==> src/rtl/led_step_ctrl.sv <==
// Key debouncer and step-strobe generator for the 4-bit LED rotator.
// Optional build macro KEY_REPEAT_EN adds auto-repeat on the speed key (key0).
module led_step_ctrl #(
  parameter logic [19:0] DEB_MAX  = 20'd999_999,
  parameter logic [24:0] BASE_MAX = 25'd24_999_999
`ifdef KEY_REPEAT_EN
  ,
  parameter logic [24:0] HOLD_MAX = 25'd24_999_999
`endif
) (
  input  logic       clk,
  input  logic       rst,
  input  logic [2:0] key_n,
  output logic       step,
  output logic       dir,
  output logic       run,
  output logic [1:0] speed
);

  typedef enum logic [1:0] {
    REL   = 2'd0,
    PWAIT = 2'd1,
    PRS   = 2'd2,
    RWAIT = 2'd3
  } deb_state_t;

  logic [2:0]  sync1;
  logic [2:0]  sync2;
  logic [2:0]  press_evt;
  logic        spd_evt;
  logic        run_nxt;
  logic [24:0] lim;
  logic [24:0] cnt;

  always_ff @(posedge clk or negedge rst) begin
    if (!rst) begin
      sync1 <= 3'b111;
      sync2 <= 3'b111;
    end else begin
      sync1 <= key_n;
      sync2 <= sync1;
    end
  end

  // One debounce FSM per key; the state is left visible as g_key[i].state.
  for (genvar g = 0; g < 3; g++) begin : g_key
    deb_state_t  state;
    logic [19:0] dcnt;
    logic        evt;

    // dcnt holds the number of consecutive samples already seen at the pending level.
    always_ff @(posedge clk or negedge rst) begin
      if (!rst) begin
        state <= REL;
        dcnt  <= 20'd0;
        evt   <= 1'b0;
      end else begin
        evt <= 1'b0;
        case (state)
          REL: begin
            if (!sync2[g]) begin
              state <= PWAIT;
              dcnt  <= 20'd1;
            end
          end
          PWAIT: begin
            if (sync2[g]) begin
              state <= REL;
              dcnt  <= 20'd0;
            end else if (dcnt >= DEB_MAX) begin
              state <= PRS;
              dcnt  <= 20'd0;
              evt   <= 1'b1;
            end else begin
              dcnt <= dcnt + 20'd1;
            end
          end
          PRS: begin
            if (sync2[g]) begin
              state <= RWAIT;
              dcnt  <= 20'd1;
            end
          end
          RWAIT: begin
            if (!sync2[g]) begin
              state <= PRS;
              dcnt  <= 20'd0;
            end else if (dcnt >= DEB_MAX) begin
              state <= REL;
              dcnt  <= 20'd0;
            end else begin
              dcnt <= dcnt + 20'd1;
            end
          end
          default: begin
            state <= REL;
            dcnt  <= 20'd0;
          end
        endcase
      end
    end

    assign press_evt[g] = evt;
  end

`ifdef KEY_REPEAT_EN
  logic [24:0] rep_cnt;
  logic        rep_evt;

  // Counter stays at zero outside PRS, so it restarts on every entry to PRS.
  always_ff @(posedge clk or negedge rst) begin
    if (!rst) begin
      rep_cnt <= 25'd0;
      rep_evt <= 1'b0;
    end else begin
      rep_evt <= 1'b0;
      if (g_key[0].state != PRS) begin
        rep_cnt <= 25'd0;
      end else if (rep_cnt >= HOLD_MAX) begin
        rep_cnt <= 25'd0;
        rep_evt <= 1'b1;
      end else begin
        rep_cnt <= rep_cnt + 25'd1;
      end
    end
  end

  assign spd_evt = press_evt[0] | rep_evt;
`else
  assign spd_evt = press_evt[0];
`endif

  // The divider follows the run value being registered this cycle so that
  // step can never be high alongside run=0.
  assign run_nxt = press_evt[2] ? ~run : run;
  assign lim     = BASE_MAX >> speed;

  always_ff @(posedge clk or negedge rst) begin
    if (!rst) begin
      speed <= 2'd0;
      dir   <= 1'b0;
      run   <= 1'b1;
      step  <= 1'b0;
      cnt   <= 25'd0;
    end else begin
      dir <= dir ^ press_evt[1];
      run <= run_nxt;
      if (spd_evt) begin
        speed <= speed + 2'd1;
        cnt   <= 25'd0;
        step  <= 1'b0;
      end else if (!run_nxt) begin
        step <= 1'b0;
      end else if (cnt >= lim) begin
        cnt  <= 25'd0;
        step <= (cnt == lim);
      end else begin
        cnt  <= cnt + 25'd1;
        step <= 1'b0;
      end
    end
  end

endmodule

==> config.mk <==
export PLATFORM = sky130hd
export DESIGN_NAME = led_step_ctrl
export DESIGN_NICKNAME = d
export VERILOG_FILES = /design/src/rtl/led_step_ctrl.sv
export SDC_FILE = /design/constraint.sdc
export NUM_CORES = 1
export LEC_CHECK = 0
export CELL_PAD_IN_SITES_DETAIL_PLACEMENT = 0
export CELL_PAD_IN_SITES_GLOBAL_PLACEMENT = 2
export CORE_MARGIN = 2
export CORE_UTILIZATION = 44
export DETAILED_ROUTE_END_ITERATION = 6
export PLACE_DENSITY_LB_ADDON = 0.1
export SYNTH_ARGS = -nofsm -noshare
export SYNTH_HDL_FRONTEND = slang
export SYNTH_SLANG_ARGS = --single-unit
==> constraint.sdc <==
create_clock -name clk -period 5.4 [get_ports clk]
set_input_delay 1.08 -clock clk [delete_from_list [all_inputs] [get_ports clk]]
set_output_delay 1.08 -clock clk [all_outputs]
set_load 0.05 [all_outputs]
==> flow_summary_export.csv, run 1 <==
group,metric,value,unit
run_status,status,"complete, no violations",
critical_path,end_kind,"flop",
placement,dp_slack,2020,ps
global_route,grt_pass1_vias,4650,
final_layout,fin_area,6680,um2
global_route,grt_antenna_before_repair,0,
timing,rsz0062_at_grt,"false",
clock_tree,cts_tree,"yes",
pwr,leakagePower,2.89,nW
synth,synth_enable_flop_cells,0,
timing,min_period,3420,ps
timing,max_freq,293,MHz
floorplanning,rows,43,
timing,slew_headroom,0.393,
clock_tree,cts-resized-gates,0,
critical_path,critPathKind,"flop to flop",
synth,ys_seq_elements,105,
global_route,gr-total-overflow,0,
drt,first_pass_iters,4,
final_layout,layout_commonest_cell,"dfrtp_1",
timing,hold_slack,358,ps
floorplanning,io_pins,10,
critical_path,path_max_fanout,26,
floorplanning,core_region_area,13800,um2
timing,tns,0,ps
clock_tree,clock-sinks,105,
critical_path,critPathArrivalTime,3640,ps
critical_path,cp-start-kind,"flop",
placement,io_buffers,9,
final_layout,layout_common_cells,"dfrtp_1 (98), nand2_1 (77), nor2_1 (55), a21oi_1 (49), nand3_1 (46)",
synth,seq_area_frac_synth,0.425,
floorplanning,die_h,123,um
placement,placed_area,6380,um2
synth,synth.distinct_cells,63,
synth,syn_nets,706,
drt,wl_per_cell,15.8,um
drt,vias_per_cell,5.76,
final_layout,area_growth,7.65,%
synth,netlist_area,6200,um2
timing,drv_slew,0,
clock_tree,cts_root_buffer,"clkbuf_16",
timing,worst_slack,1980,ps
global_route,grt.total_usage,0.193,
pwr,ir_drop,0.199,mV
clock_tree,cts_made_buffers,9,
synth,yosysWarnings,0,
drt,ant_nets,0,
floorplanning,start_util,0.448,
synth,avgSynthCellArea,9.15,um2
floorplanning,dieArea,15100,um2
clock_tree,clk_pin_slew,70,ps
drt,wl,13600,um
drt,drc,0,
final_layout,diodes,0,
global_route,grt_max_degree,70,
synth,synth_flop_cell,"dfrtp_1",
final_layout,drive_gt1_frac,0.0649,
drt,drt_iter0_drc,310,
clock_tree,cts.path.max_buffers,2,
timing,worst_slew_pin_slew,910,ps
job,maxCapViolCount,0,
timing,hold_viol,0,
pwr,power_density,234,nW/um2
global_route,grt_first_pass_wirelength,23000,um
floorplanning,dieWidth,123,um
clock_tree,clock_latency,360,ps
synth,synthCells,678,
placement,hpwl,8990,um
critical_path,required,5620,ps
timing,setup_violations,0,
synth,async_reset_ff_frac,1.00,
final_layout,fin_nets,701,
worst_hold_path,min_path_type,"flop to flop",
clock_tree,h-tree-depth,3,
placement,gp_congestion,0.786,
clock_tree,cts_setup_buffers,0,
drt,vias,4946,
clock_tree,cts_hold_buffers,0,
timing,fin_crit_sh,0.633,
timing,fin_skew,9.88,ps
[routing by layer]
layer / vias up / wire length [um] / part of all wire / GRT usage
met3: 11 / 346 / 0.025 / 0.0469
met1: 2440 / 6830 / 0.50 / 0.269
li1: 2451 / - / - / -
met2: 44 / 6290 / 0.46 / 0.299
met4: 0 / 122 / 0.0090 / 0.0517
met5: - / 0 / 0 / 0
[critical path, cell delays in order (launching register included)]
cell	delay, ps
dfrtp_1	460
inv_1	180
ha_1	350
inv_1	120
ha_1	280
or4bb_1	510
nor3_1	220
o31ai_1	140
a41oi_4	760
or3_1	210
a21oi_1	60
[cells by family (layout without fill, tap and decap cells)]
| kind of cell | count (synthesis) | after routing | synth area share |
|---|---|---|---|
| flops | 105 | 105 | 0.425 |
| fa+ha+maj | 25 | 25 | 0.0496 |
| simple gates | 296 | 296 | 0.247 |
| xor+xnor | 28 | 28 | 0.0408 |
| mux | 19 | 19 | 0.0311 |
| buf+inv | 48 | 48 | 0.0400 |
| compound gates | 157 | 157 | 0.167 |
[cells in the mapped netlist, drive strengths merged (9+ instances only)]
cell / n / area [um2]
clkbuf: 16 / 81.3
nand3: 48 / 250
or3: 20 / 130
xor2: 16 / 140
inv: 19 / 71.3
a21o: 12 / 90.1
ha: 23 / 288
or4: 9 / 67.6
o21ai: 36 / 180
xnor2: 12 / 113
buf: 13 / 95.1
nor3: 17 / 85.1
and3: 15 / 95.1
nand2: 80 / 308
nand4: 14 / 87.6
a31oi: 10 / 62.6
a211o: 14 / 123
nor2: 55 / 206
and2: 10 / 62.6
mux2i: 17 / 170
a21oi: 53 / 280
dfrtp: 98 / 2450
[sequential cells by signal, indices dropped and copies added (netlist names), named ones only]
name and flops:
g_key.dcnt 60, cnt 25, g_key.evt 3, g_key.state 3, sync1 3, sync2 3
speed 2, dir 1, run 1, step 1
[per-stage QoR]
stage	cells	utilization	power, mW
after floorplan	678	-	0.873
final	858	0.483	1.56
after global routing	858	0.483	1.63
after detailed placement	842	0.461	0.907
after global placement	842	0.461	0.906
after CTS	858	0.483	1.59
[power by group]
part | internal, mW | switching, mW | total [mW]
Sequential | 0.800 | 0.0127 | 0.813
Clock | 0.365 | 0.304 | 0.669
Combinational | 0.0249 | 0.0521 | 0.0770
Total | 1.19 | 0.369 | 1.56
[layout make-up]
type | instances | area, um2
clock inverter | 5 | 63.8
timing repair buffer | 13 | 118
clock buffer | 11 | 233
inverter | 19 | 71.3
tap | 180 | 225
fill | 1295 | 7150
multi-input combinational | 525 | 3330
sequential | 105 | 2640
[worst paths after layout]
path | from | slack (ps) | cells past startpoint | to
setup reg to reg | speed[1] | 1980 | 10 | cnt[10]
setup / recovery | speed[1] | 1980 | 10 | cnt[10]
min in group asynchronous | rst | 850 | 1 | speed[0]
max in group asynchronous | rst | 3540 | 2 | g_key[0].dcnt[18]
hold / removal | sync1[2] | 360 | 0 | sync2[2]
hold reg to reg | sync1[2] | 360 | 0 | sync2[2]
No activity file was read; power rests on OpenSTA's default activity.
==> run 2: changes to the inputs <==
--- a/config.mk
+++ b/config.mk
@@ -8,7 +8,7 @@
 export CELL_PAD_IN_SITES_DETAIL_PLACEMENT = 0
 export CELL_PAD_IN_SITES_GLOBAL_PLACEMENT = 2
 export CORE_MARGIN = 2
-export CORE_UTILIZATION = 44
+export CORE_UTILIZATION = 40
 export DETAILED_ROUTE_END_ITERATION = 6
 export PLACE_DENSITY_LB_ADDON = 0.1
 export SYNTH_ARGS = -nofsm -noshare
==> constraint.sdc (replaced) <==
create_clock -name clk -period 3.26 [get_ports clk]
set_input_delay 0.652 -clock clk [delete_from_list [all_inputs] [get_ports clk]]
set_output_delay 0.652 -clock clk [all_outputs]
set_load 0.05 [all_outputs]
==> run 2 against run 1 <==
Net effect: clock skew shrank 2.6 ps; final cell count grew 2.0%; clock power grew 69%; non-clock buffer count grew 9; register-to-register slack lost 1700 ps; die area grew 9.7%; largest cell class unchanged.
==> flow_summary_export.csv, run 2 (synthesized netlist as in run 1, its figures left out) <==
group,metric,value,unit
floorplanning,dieArea,16500,um2
critical_path,cp-start-kind,"flop",
floorplanning,start_util,0.408,
timing,min_period,3000,ps
global_route,grt_max_degree,61,
global_route,grt.busiest_layer,"met2",
critical_path,end_kind,"flop",
drt,wl,14100,um
final_layout,largest_register_ffs,60,
placement,placed_area,6450,um2
clock_tree,cts_root_buffer,"clkbuf_16",
floorplanning,dieWidth,129,um
clock_tree,cts_tree,"yes",
job,maxCapViolCount,0,
final_layout,seq_area,2640,um2
clock_tree,h-tree-depth,3,
placement,hpwl,9720,um
final_layout,area_growth,9.44,%
critical_path,crit_family,"compound AO/OA/AOI/OAI gates",
global_route,grt.total_usage,0.184,
global_route,gr-total-overflow,0,
drt,wl_per_cell,16.1,um
drt,ant_nets,0,
global_route,grt_antenna_before_repair,0,
floorplanning,core_region_area,15200,um2
timing,fin_crit_sh,0.919,
global_route,met2_usage,0.290,
global_route,use_met1,0.255,
timing,rsz0062_at_grt,"false",
final_layout,drive_gt1_frac,0.0786,
final_layout,layout_commonest_cell,"dfrtp_1",
final_layout,nFillCells,1486,
drt,vias_per_cell,5.65,
drt,first_pass_iters,5,
drt,vias,4945,
critical_path,critPathKind,"flop to flop",
placement,dp_slack,151,ps
final_layout,fin_area,6790,um2
timing,hold_viol,0,
pwr,ir_drop,0.249,mV
global_route,grt_pass1_vias,4859,
timing,setup_violations,0,
placement,io_buffers,9,
final_layout,fin_nets,710,
run_status,status,"complete, no violations",
critical_path,max_stage_delay,460,ps
clock_tree,clk_pin_slew,70,ps
critical_path,critPathArrivalTime,3280,ps
final_layout,top_register,"g_key.dcnt",
clock_tree,clock-sinks,105,
pwr,leakagePower,2.95,nW
clock_tree,cts_made_buffers,9,
critical_path,crit_chain,"inv_1, ha_1, inv_1, ha_1, or4bb_1, o21ai_0, o31ai_1, a41oi_4, buf_12, buf_4, or4_1, o21ai_1",
clock_tree,clock_latency,360,ps
floorplanning,rows,45,
drt,drc,0,
final_layout,multiInputGateArea,3330,um2
final_layout,top_regs,"g_key.dcnt: 60 flops, cnt: 25 flops",
worst_hold_path,min_path_type,"primary input to asynchronous set/reset pin",
timing,worst_slew_pin_slew,872,ps
timing,slew_headroom,0.417,
global_route,met3_usage,0.0424,
critical_path,path_max_fanout,10,
critical_path,required,3540,ps
drt,drt_iter0_drc,235,
final_layout,fin_util,0.446,
clock_tree,cts.path.max_buffers,2,
final_layout,layout_common_cells,"dfrtp_1 (98), nand2_1 (77), nor2_1 (55), a21oi_1 (49), nand3_1 (46)",
placement,gp_congestion,0.888,
timing,worst_slack,264,ps
final_layout,diodes,0,
critical_path,cp_slowest_cell,"or4_1",
critical_path,worst-path-buf-inv,4,
pwr,power_density,385,nW/um2
timing,drv_slew,0,
timing,tns,0,ps
timing,hold_slack,308,ps
timing,max_freq,334,MHz
floorplanning,io_pins,10,
timing,fin_skew,7.25,ps
clock_tree,cts-resized-gates,0,
global_route,grt_first_pass_wirelength,24300,um
floorplanning,die_h,129,um
==> run 2: final timing paths <==
check / from / to / slack, ps / cells after the start
worst min-delay path: rst / speed[0] / 310 / 1
worst max-delay path: speed[1] / cnt[19] / 260 / 12
min in group clk: sync1[0] / sync2[0] / 350 / 0
worst max register to register: speed[1] / cnt[19] / 260 / 12
max in group asynchronous: rst / sync1[0] / 2160 / 2
worst min register to register: sync1[0] / sync2[0] / 350 / 0
==> run 2: area by class of cell <==
class                           count  share of cell area
Multi-Input combinational cell    525               0.490
Sequential cell                   105               0.388
Clock buffer                       11              0.0358
Tap cell                          188              0.0347
Timing Repair Buffer               22              0.0310
Inverter                           19              0.0105
Clock inverter                      5             0.00922
==> run 2: power by group <==
group          leakage [nW]  switching (mW)  internal, mW
registers              1.43          0.0203          1.33
logic                  1.37          0.0881        0.0446
clock network         0.148           0.510         0.624
total                  2.95           0.619          1.99
==> run 2: stage by stage <==
stage          total power [mW]  instances
2_1_floorplan              1.45        678
3_3_place_gp               1.50        857
3_5_place_dp               1.51        857
4_1_cts                    2.66        873
5_1_grt                    2.73        875
6_report                   2.61        875
==> run 2: what timing repair did <==
action | CTS | global route
setup buffers | 0 | 2
hold buffers | 0 | 0
endpoints found under the hold margin | 0 | 0
endpoints found under the setup margin | 0 | 14
==> run 2: per-layer routing <==
metal,vias up,wire (um)
met4,0,206
met5,-,0
li1,2469,-
met1,2410,7050
met3,14,439
met2,52,6400
==> run 3: changes to the inputs <==
==> constraint.sdc (replaced) <==
create_clock -name clk -period 3.4 [get_ports clk]
set_input_delay 0.68 -clock clk [delete_from_list [all_inputs] [get_ports clk]]
set_output_delay 0.68 -clock clk [all_outputs]
set_load 0.05 [all_outputs]
==> run 3 against run 2 <==
Net effect: count of clock-buffer cells in the layout did not move; core utilization decreased by 0.27 points; sequential share of layout area up 0.24 points; sequential power decreased by 4%; clock power decreased by 7%.
==> flow_summary_export.csv, run 3 (synthesized netlist as in run 1, its figures left out) <==
group,metric,value,unit
run_status,status,"complete, no violations",
timing,setup_violations,0,
clock_tree,cts-resized-gates,0,
floorplanning,dieWidth,129,um
final_layout,top_register,"g_key.dcnt",
final_layout,area_growth,8.78,%
clock_tree,cts_made_buffers,9,
timing,fin_skew,7.68,ps
critical_path,cp-start-kind,"flop",
timing,min_period,2930,ps
floorplanning,die_h,129,um
drt,drc,0,
global_route,grt_first_pass_wirelength,24500,um
global_route,grt_max_degree,46,
drt,ant_nets,0,
timing,hold_viol,0,
floorplanning,start_util,0.408,
pwr,power.clock.fraction,0.425,
final_layout,fin_area,6750,um2
clock_tree,cts_tree,"yes",
final_layout,nFillCells,1479,
global_route,grt_pass1_vias,4748,
pwr,fin_total_pwr,2.46,mW
floorplanning,dieArea,16500,um2
pwr,switching_power,0.620,mW
pwr,power.internal,1.84,mW
clock_tree,cts_setup_buffers,0,
clock_tree,clock_latency,360,ps
critical_path,critPathArrivalTime,3170,ps
timing,slew_headroom,0.406,
drt,wl_per_cell,16.0,um
floorplanning,core_region_area,15200,um2
clock_tree,clk_pin_slew,70,ps
pwr,p_comb_frac,0.052,
clock_tree,cts.path.max_buffers,2,
critical_path,critPathKind,"flop to flop",
global_route,grt.total_usage,0.183,
worst_hold_path,min_path_type,"primary input to asynchronous set/reset pin",
drt,drt_iter0_drc,361,
timing,worst_slew_pin_slew,887,ps
global_route,gr-total-overflow,0,
timing,rsz0062_at_grt,"false",
placement,hpwl,9620,um
critical_path,required,3640,ps
drt,vias_per_cell,5.65,
pwr,leakagePower,2.92,nW
timing,fin_crit_sh,0.863,
floorplanning,io_pins,10,
clock_tree,cts_root_buffer,"clkbuf_16",
final_layout,top_regs,"g_key.dcnt: 60 flops, cnt: 25 flops",
clock_tree,h-tree-depth,3,
global_route,grt_antenna_before_repair,0,
pwr,switching_share,0.252,
clock_tree,cts_hold_buffers,0,
floorplanning,rows,45,
final_layout,fin_nets,708,
timing,tns,0,ps
final_layout,layout_common_cells,"dfrtp_1 (98), nand2_1 (77), nor2_1 (55), a21oi_1 (49), nand3_1 (46)",
placement,gp_congestion,0.838,
pwr,power_frac_seq,0.523,
drt,vias,4931,
timing,max_freq,341,MHz
pwr,power_density,365,nW/um2
pwr,ir_drop,0.264,mV
timing,drv_slew,0,
job,maxCapViolCount,0,
final_layout,multiInputGateArea,3330,um2
placement,io_buffers,9,
final_layout,fin_util,0.444,
drt,first_pass_iters,5,
critical_path,path_max_fanout,13,
drt,wl,14000,um
final_layout,layout_commonest_cell,"dfrtp_1",
final_layout,drive_gt1_frac,0.0759,
critical_path,rrSetupSlack,470,ps
final_layout,seq_area,2640,um2
critical_path,end_kind,"flop",
timing,hold_slack,289,ps
clock_tree,clock-sinks,105,
placement,placed_area,6450,um2
final_layout,largest_register_ffs,60,
final_layout,diodes,0,
-- run 3: worst max-delay path: stages (launching register included) --
cell,delay [ps]
dfrtp_1,440
inv_1,180
ha_1,210
inv_1,70
ha_1,270
or4bb_1,510
nor3_1,210
o31ai_1,130
a41oi_4,310
buf_4,260
o31a_1,160
o21ai_1,60
-- run 3: final timing paths --
path	start	end	depth (start not counted)
min	rst	cnt[10]	1
max	speed[0]	cnt[19]	11
max reg2reg	speed[0]	cnt[19]	11
min in group clk	sync1[1]	sync2[1]	0
min reg2reg	sync1[1]	sync2[1]	0
max in group asynchronous	rst	sync2[0]	2
-- run 3: power by group through the flow --
stage | combinational [mW] | clock (mW) | sequential (mW)
3_3_place_gp | 0.129 | 0 | 1.31
3_5_place_dp | 0.132 | 0 | 1.31
2_1_floorplan | 0.0761 | 0 | 1.31
6_report | 0.128 | 1.05 | 1.29
5_1_grt | 0.149 | 1.14 | 1.29
4_1_cts | 0.133 | 1.09 | 1.29
-- run 3: through the flow --
step           setup slack [ps]  std cells
2_1_floorplan               382        678
3_3_place_gp                557        857
3_5_place_dp                497        857
4_1_cts                     472        873
5_1_grt                     263        873
6_report                    467        873
-- run 3: layer usage --
metal,vias up,global-route usage,part of all wire,wire [um]
met2,48,0.286,0.45,6360
met3,8,0.0403,0.025,355
met1,2410,0.266,0.51,7160
li1,2465,-,-,-
met5,-,0,0,0
met4,0,0.0339,0.0077,108
-- run 3: layout make-up --
cell class | count | share of cell area
multi-input cells | 525 | 0.493
repair buffers | 20 | 0.0271
well taps | 188 | 0.0349
clock buffers | 11 | 0.0360
clock inverters | 5 | 0.00723
inverters | 19 | 0.0106
flip-flops and latches | 105 | 0.391
